--- src/rtl/arm_pkg.sv ---
// Shared definitions for the ARM fetch pipeline: word width, bubble word
// and the instruction-fetch FSM encoding.
package arm_pkg;

    localparam int WORD_W = 32;

    localparam logic [WORD_W-1:0] NOP_WORD = '0;

    typedef enum logic [1:0] {
        BOOT = 2'd0,
        RUN  = 2'd1,
        HALT = 2'd2
    } if_state_e;

endpackage

--- src/rtl/pc_reg.sv ---
// Program counter register: async active-low reset to RESET_VAL,
// synchronous load of the next-PC value when load_en is high.
module pc_reg
    import arm_pkg::*;
#(
    parameter logic [WORD_W-1:0] RESET_VAL = '0
) (
    input  logic              clk,
    input  logic              rst_n,
    input  logic              load_en,
    input  logic [WORD_W-1:0] pc_d,
    output logic [WORD_W-1:0] pc_q
);

    always_ff @(posedge clk or negedge rst_n) begin
        if (!rst_n) begin
            pc_q <= RESET_VAL;
        end else if (load_en) begin
            pc_q <= pc_d;
        end
    end

endmodule

--- src/rtl/if_stage.sv ---
// Instruction-fetch stage: owns the PC, drives the instruction-memory address
// and captures the fetched word into the IF/ID register.
//
//   state | meaning
//   BOOT  | first cycle after reset: load a bubble, PC unchanged
//   RUN   | normal fetch, PC advances by PC_STEP per captured word
//   HALT  | fetch stopped at HALT_ADDR; PC held, bubbles every cycle
module if_stage
    import arm_pkg::*;
#(
    parameter logic [WORD_W-1:0] RESET_PC  = 32'h0000_0000,
    parameter logic [WORD_W-1:0] HALT_ADDR = 32'h0000_0400,
    parameter logic [WORD_W-1:0] PC_STEP   = 32'd4
) (
    input  logic              clk,
    input  logic              rst_n,
    input  logic              freeze,
    input  logic              branch_taken,
    input  logic [WORD_W-1:0] branch_addr,
    output logic [WORD_W-1:0] imem_addr,
    input  logic [WORD_W-1:0] imem_inst,
    output logic [WORD_W-1:0] if_pc,
    output logic [WORD_W-1:0] if_inst,
    output logic              if_valid,
    output logic              halted
);

    if_state_e         state_q, state_d;
    logic [WORD_W-1:0] pc_q, pc_d, pc_inc, branch_tgt;
    logic              pc_load;
    logic [WORD_W-1:0] if_pc_q, if_pc_d;
    logic [WORD_W-1:0] if_inst_q, if_inst_d;
    logic              if_valid_q, if_valid_d;
    logic              unused_addr_lsb;

    assign unused_addr_lsb = ^branch_addr[1:0];
    assign branch_tgt      = {branch_addr[WORD_W-1:2], 2'b00};
    assign pc_inc          = pc_q + PC_STEP;

    pc_reg #(
        .RESET_VAL (RESET_PC)
    ) u_pc_reg (
        .clk     (clk),
        .rst_n   (rst_n),
        .load_en (pc_load),
        .pc_d    (pc_d),
        .pc_q    (pc_q)
    );

    always_comb begin
        state_d    = state_q;
        pc_load    = 1'b0;
        pc_d       = pc_q;
        if_pc_d    = if_pc_q;
        if_inst_d  = if_inst_q;
        if_valid_d = if_valid_q;

        // Branch flushes the wrong-path word and beats freeze and BOOT alike.
        if (branch_taken) begin
            pc_load    = 1'b1;
            pc_d       = branch_tgt;
            if_pc_d    = '0;
            if_inst_d  = NOP_WORD;
            if_valid_d = 1'b0;
            state_d    = RUN;
        end else if (state_q == BOOT) begin
            if_pc_d    = '0;
            if_inst_d  = NOP_WORD;
            if_valid_d = 1'b0;
            state_d    = RUN;
        end else if (freeze) begin
            state_d = state_q;
        end else if (state_q == HALT || pc_q == HALT_ADDR) begin
            if_pc_d    = '0;
            if_inst_d  = NOP_WORD;
            if_valid_d = 1'b0;
            state_d    = HALT;
        end else begin
            pc_load    = 1'b1;
            pc_d       = pc_inc;
            if_pc_d    = pc_inc;
            if_inst_d  = imem_inst;
            if_valid_d = 1'b1;
        end
    end

    always_ff @(posedge clk or negedge rst_n) begin
        if (!rst_n) begin
            state_q    <= BOOT;
            if_pc_q    <= '0;
            if_inst_q  <= NOP_WORD;
            if_valid_q <= 1'b0;
        end else begin
            state_q    <= state_d;
            if_pc_q    <= if_pc_d;
            if_inst_q  <= if_inst_d;
            if_valid_q <= if_valid_d;
        end
    end

    assign imem_addr = pc_q;
    assign if_pc     = if_pc_q;
    assign if_inst   = if_inst_q;
    assign if_valid  = if_valid_q;
    assign halted    = (state_q == HALT);

endmodule

--- config.mk ---
export PLATFORM = sky130hd
export DESIGN_NAME = if_stage
export DESIGN_NICKNAME = d
export VERILOG_FILES = /design/src/rtl/arm_pkg.sv /design/src/rtl/pc_reg.sv /design/src/rtl/if_stage.sv
export SDC_FILE = /design/constraint.sdc
export NUM_CORES = 1
export LEC_CHECK = 0
export ABC_CLOCK_PERIOD_IN_PS = 2150
export BUFFER_PORTS_ARGS = -buffer_cell sky130_fd_sc_hd__buf_2
export CORE_UTILIZATION = 45
export DETAILED_ROUTE_END_ITERATION = 8
export GPL_TIMING_DRIVEN = 0
export HOLD_SLACK_MARGIN = 0.03
export PLACE_DENSITY = 0.85
export SKIP_CTS_REPAIR_TIMING = 1
export SLEW_MARGIN = 15
export SYNTH_ARGS = -nofsm -noshare
export SYNTH_HDL_FRONTEND = slang
export SYNTH_SLANG_ARGS = --single-unit
export TNS_END_PERCENT = 20
--- constraint.sdc ---
create_clock -name clk -period 2.15 [get_ports clk]
set_clock_uncertainty 0.2 [all_clocks]
set_input_delay 0.1075 -clock clk [delete_from_list [all_inputs] [get_ports clk]]
set_output_delay 0.1075 -clock clk [all_outputs]
set_load 0.02 [all_outputs]
# Yosys cells after proc, flatten, opt, wreduce, memory -nomap -nowiden
# Index checks and enable logic that the tools add are counted.
op_classes:
  add_sub_neg: 1
  n_eq_ne: 6
  muxes: 23
  reduce_logical: 5
ops:
  columns: ["op", "n"]
  rows:
  - ["$mux W32", 12]
  - ["$add A32 B3 Y32 const B", 1]
  - ["$eq A32 B11 Y1 const B", 1]
  - ["$mux W2", 4]
  - ["$mux W1", 7]
  - ["$ne A2 B2 Y1 const B", 2]
  - ["$reduce_and A4 Y1", 1]
  - ["$ne A3 B1 Y1 const B", 1]
  - ["$reduce_bool A3 Y1", 1]
  - ["$eq A2 B2 Y1 const B", 1]
  - ["$logic_not A2 Y1", 1]
  - ["$ne A2 B1 Y1 const B", 1]
  - ["$reduce_and A2 Y1", 1]
  - ["$logic_or A1 B1 Y1", 1]
word_totals:
  ff_bits: 99
  input_bits: 68
  out_inout_bits: 98
  word_cells: 40

# Longest topological paths before layout
logic_depth:
  word_depth: 7
  depth_mapped: 9
  depth_no_buf: 7

# Cells and area by module
# Synthesis repeated with hierarchy kept, for this count alone.
hier_totals:
  cells_unflattened: 516
  hier_area_um2: 5326.4
modules_own_cells:
  columns: ["mod", "instances", "cells_each", "area_each_um2", "seq_area_each_um2"]
  rows:
  - ["if_stage", 1, 448, 3981.3, 1676.6]
  - ["pc_reg", 1, 68, 1345.0, 800.8]

# Worst setup path after synthesis
# Ideal clock, no wire load.
synth_timing:
  kind: "flip-flop to flip-flop"
  from: "register u_pc_reg.pc_q[2]"
  to: "register u_pc_reg.pc_q[31]"
  setup_ns: 0.082
  t_arrival_ns: 2.123
  required_time_ns: 1.868
  slack_ns: -0.255
  path_stages_with_launch: 9
  n_path_buf: 1
  period_less_slack_ns: 2.405
  path_cell_list: "dfrtp_1 inv_1 ha_1 nor4b_1 nand4_1 clkbuf_1 o2111ai_2 or3_1 a31oi_1"
synth_via:
  elab_chain_len: 7
  elab_cells_between_ends: 13
  classes_between: "add/sub (1); eq/ne (2); mux (8); reduce/logical (2)"
synth_rtl:
  columns: ["item", "line", "rtl"]
  rows:
  - ["start, declared", "pc_reg.sv:12", "output logic [WORD_W-1:0] pc_q"]
  - ["start signal, assigned", "pc_reg.sv:19", "pc_q <= pc_d;"]
  - ["parallel branches: the longest is 7 deep, another holds $add A32 B3 Y32", null, null]
# Several ways; the timed one is not identified. The select of a mux whose other input is x is not followed.
# A chain may end at the register's enable or synchronous reset.

# Final worst setup path
layout_timing:
  from: "register u_pc_reg.pc_q[3]"
  to: "register if_pc_q[3] (netlist: if_pc[3])"
layout_via:
  elab_chain_len: 6
  elab_cells_between_ends: 7
  classes_between: "add/sub (1); eq/ne (1); mux (4); reduce/logical (1)"
layout_rtl:
  columns: ["item", "line", "rtl"]
  rows:
  - ["parallel branches: the longest is 2 deep, another holds $add A32 B3 Y32", null, null]
  - ["$mux W32 *", "if_stage.sv:73", "end else if (state_q == HALT || pc_q == HALT_ADDR) begin"]
  - ["$mux W32 *", "if_stage.sv:71", "end else if (freeze) begin"]
  - ["$mux W32 *", "if_stage.sv:66", "end else if (state_q == BOOT) begin"]
  - ["$mux W32 *", "if_stage.sv:59", "if (branch_taken) begin"]
  - ["end signal, assigned", "if_stage.sv:95", "if_pc_q <= if_pc_d;"]
  - ["end, declared", "if_stage.sv:31", "logic [WORD_W-1:0] if_pc_q, if_pc_d;"]
# Every way passes the cells marked *. The select of a mux whose other input is x is not followed.

==> impl_results.md <==
* Finished Layout Cells at 857
* Via-to-Cell Ratio at 5.85
* P per Cell Area at 627 nW/um^2
* Post-layout util at 0.715
* Max-Cap Viols at 0
* Tmin final at 2.45 ns
* Die X at 103 um
* ANT cells at 0
* Number of global-route vias before repair at 3983
* Largest net degree at the start of global routing at 54
* CTS Sinks at 96
* Initial antenna violation count at 0
* Crit Path Max Fanout at 7
* I/O Buffers at 160
* Synth warn at 0
* Mapped cell area at 4630 um^2
* Synth Register Bits at 96
* Fin. Hold Viols at 0
* Congestion Overflow GR at 0
* Synthesis-to-layout area growth at 52.4%
* Worst Hold Class: in2reg
* Req. time, crit path at 2.21 ns
* Violated checks: negative setup slack
* IO Count at 166
* Leak at 0.00329 uW
* First-pass GRT wire length at 20.3 mm
* Slew Limit Fails at 0
* Most frequent cells in the layout: 162 x buf_2, 89 x dfrtp_1, 63 x dlygate4sd3_1
* Detail Placement HPWL at 9.99 mm
* Post-DRT Antenna Nets at 0
* Pre-CTS WS at -0.323 ns
* Clk root buf: clkbuf_8
* Hold_sp: freeze
* Slew HR at 0.537
* R2r endpoint: if_pc[3]
* Synth Instances at 451
* Final worst-path cycle share at 1.14
* Tightest Pin Transition at 0.695 ns
* WL per Instance at 20.1 um
* NumNets Final at 790
* Most common cell after layout, fill and taps aside: buf_2
* Crit path arrival time at 2.51 ns
* DRT iter0 DRCs at 537
* Placed Cells at 746
* Setup crit end kind: flip-flop
* Drt drc at 0
* Clock transition at the registers of the reported paths at 0.10 ns
* Critical path type: reg2reg
* Initial Utilization at 0.469
* GP Congestion at 0.869
* H-tree Lvls at 3
* DRT Pass-1 Iters at 5
* Via count at 5010
* Register area share after synthesis at 0.519
* Final WS setup at -0.300 ns
* Final WL at 17.2 mm
* Outcome: finished with violations
* Worst reg2reg path startpoint: u_pc_reg.pc_q[3]
* Startpoint Class: flip-flop
* Hold Path Depth at 5
* Worst skew pair latency at 0.37 ns
* Synth cell types at 46
* FP Rows at 36
* Core area at 9860 um^2
* CTS tree: yes
* Area of the die at 10700 um^2
* RSZ-0062 raised after global routing: true
* FMAX at 408 MHz
* Worst R2R Path Depth at 10
* Fillers at 660
* Share of layout cells above drive strength 1 at 0.377
* Max Buffers Root-to-Sink at 2
* Final setup violation count at 92
* Hold path endpoint: u_pc_reg.pc_q[17]
* VDD IR max at 0.478 mV
* CTS Buf Count at 9
* R2R setup slack at -0.30 ns
* Avg Cell Area, Syn at 10.3 um^2
* GRT Util Overall at 0.254
* Die outline height at 103 um
[worst max-delay path, stage by stage, from the launching register on]
cell	delay, ns
dfrtp_2	0.47
inv_2	0.12
ha_4	0.14
nor4b_2	0.21
nand4_1	0.16
buf_6	0.17
o21ai_4	0.21
buf_6	0.16
nor2_4	0.08
buf_6	0.18
a22o_1	0.24
[layer usage]
| metal | GRT usage | share of wire | vias up |
|---|---|---|---|
| met1 | 0.342 | 0.37 | 2417 |
| met5 | 0 | 0 | - |
| met3 | 0.0370 | 0.095 | 88 |
| met2 | 0.401 | 0.48 | 359 |
| met4 | 0.133 | 0.048 | 0 |
| li1 | - | - | 2146 |
[worst max path at each step]
stage                          start                end  slack, ns  cells past startpoint
floorplan           u_pc_reg.pc_q[2]  u_pc_reg.pc_q[31]     -0.008                      8
global placement    u_pc_reg.pc_q[4]           if_pc[9]      -0.30                      7
global route        u_pc_reg.pc_q[3]           if_pc[3]      -0.33                     10
CTS                 u_pc_reg.pc_q[4]          if_pc[10]      -0.37                      7
detailed placement  u_pc_reg.pc_q[2]          if_pc[15]      -0.32                      8
finish              u_pc_reg.pc_q[3]           if_pc[3]      -0.30                     10
[metrics by stage]
| stage | setup TNS (ns) | instance area, um^2 | total power (uW) | hold slack (ns) |
|---|---|---|---|---|
| after floorplan | -0.00760 | 4660 | 2560 | -0.388 |
| after global placement | -23.21 | 5630 | 2880 | 0.118 |
| after detailed placement | -16.50 | 5660 | 2920 | -0.00585 |
| after CTS | -19.58 | 5860 | 4130 | -0.416 |
| after global routing | -20.81 | 7050 | 4580 | 0.114 |
| final | -16.02 | 7050 | 4420 | 0.107 |
[layout make-up]
| cell class | count | area, um^2 | share of cell area |
|---|---|---|---|
| clock buffers | 12 | 145 | 0.0206 |
| repair buffers | 254 | 1750 | 0.248 |
| well taps | 133 | 166 | 0.0236 |
| clock inverters | 4 | 55.1 | 0.00780 |
| flip-flops and latches | 96 | 2410 | 0.342 |
| multi-input cells | 318 | 2240 | 0.317 |
| inverters | 3 | 13.8 | 0.00195 |
| plain buffers | 37 | 274 | 0.0388 |
[report_power, final]
part	internal, uW	leakage, uW	switching (uW)
combinational	457	0.00198	623
clock	576	0.0000968	676
sequential	1940	0.00121	153
total	2970	0.00329	1450
[synth_stat cells, drive strengths merged]
cell	count	area, um^2
a22oi	1	7.51
o211ai	6	45.0
nor4b	2	23.8
nor2	23	88.8
and3	6	37.5
nand3	12	77.6
clkbuf	15	57.6
nor3	5	47.5
o21ai	56	292
and2	5	31.3
mux2i	1	10.0
conb	1	3.75
o211a	1	10.0
nand2b	1	6.26
o2111ai	3	38.8
buf	22	130
nor2b	3	18.8
dfrtp	96	2400
inv	3	11.3
and4bb	1	12.5
nand2	56	210
nand4	13	96.3
nor4	5	37.5
and4	1	8.76
nor3b	1	7.51
or4	1	7.51
or3	15	93.8
ha	3	37.5
xnor2	12	105
a22o	37	324
xor2	29	254
a31oi	15	93.8
[state kept, by name, indices dropped and copies added, names as in the netlist]
| name | cells |
|---|---|
| if_valid | 1 |
| if_inst | 32 |
| if_pc | 31 |
| u_pc_reg.pc_q | 30 |
| state_q | 2 |
[cell families after synthesis]
| kind of cell | count (synthesis) | share of synthesized area |
|---|---|---|
| buf+inv | 40 | 0.0430 |
| fa+ha+maj | 3 | 0.00811 |
| simple gates | 150 | 0.174 |
| xor+xnor | 41 | 0.0776 |
| compound gates | 119 | 0.175 |
| flops | 96 | 0.519 |
| other cells | 1 | 0.000810 |
| mux | 1 | 0.00216 |
Power figures use the tool's default switching activity.
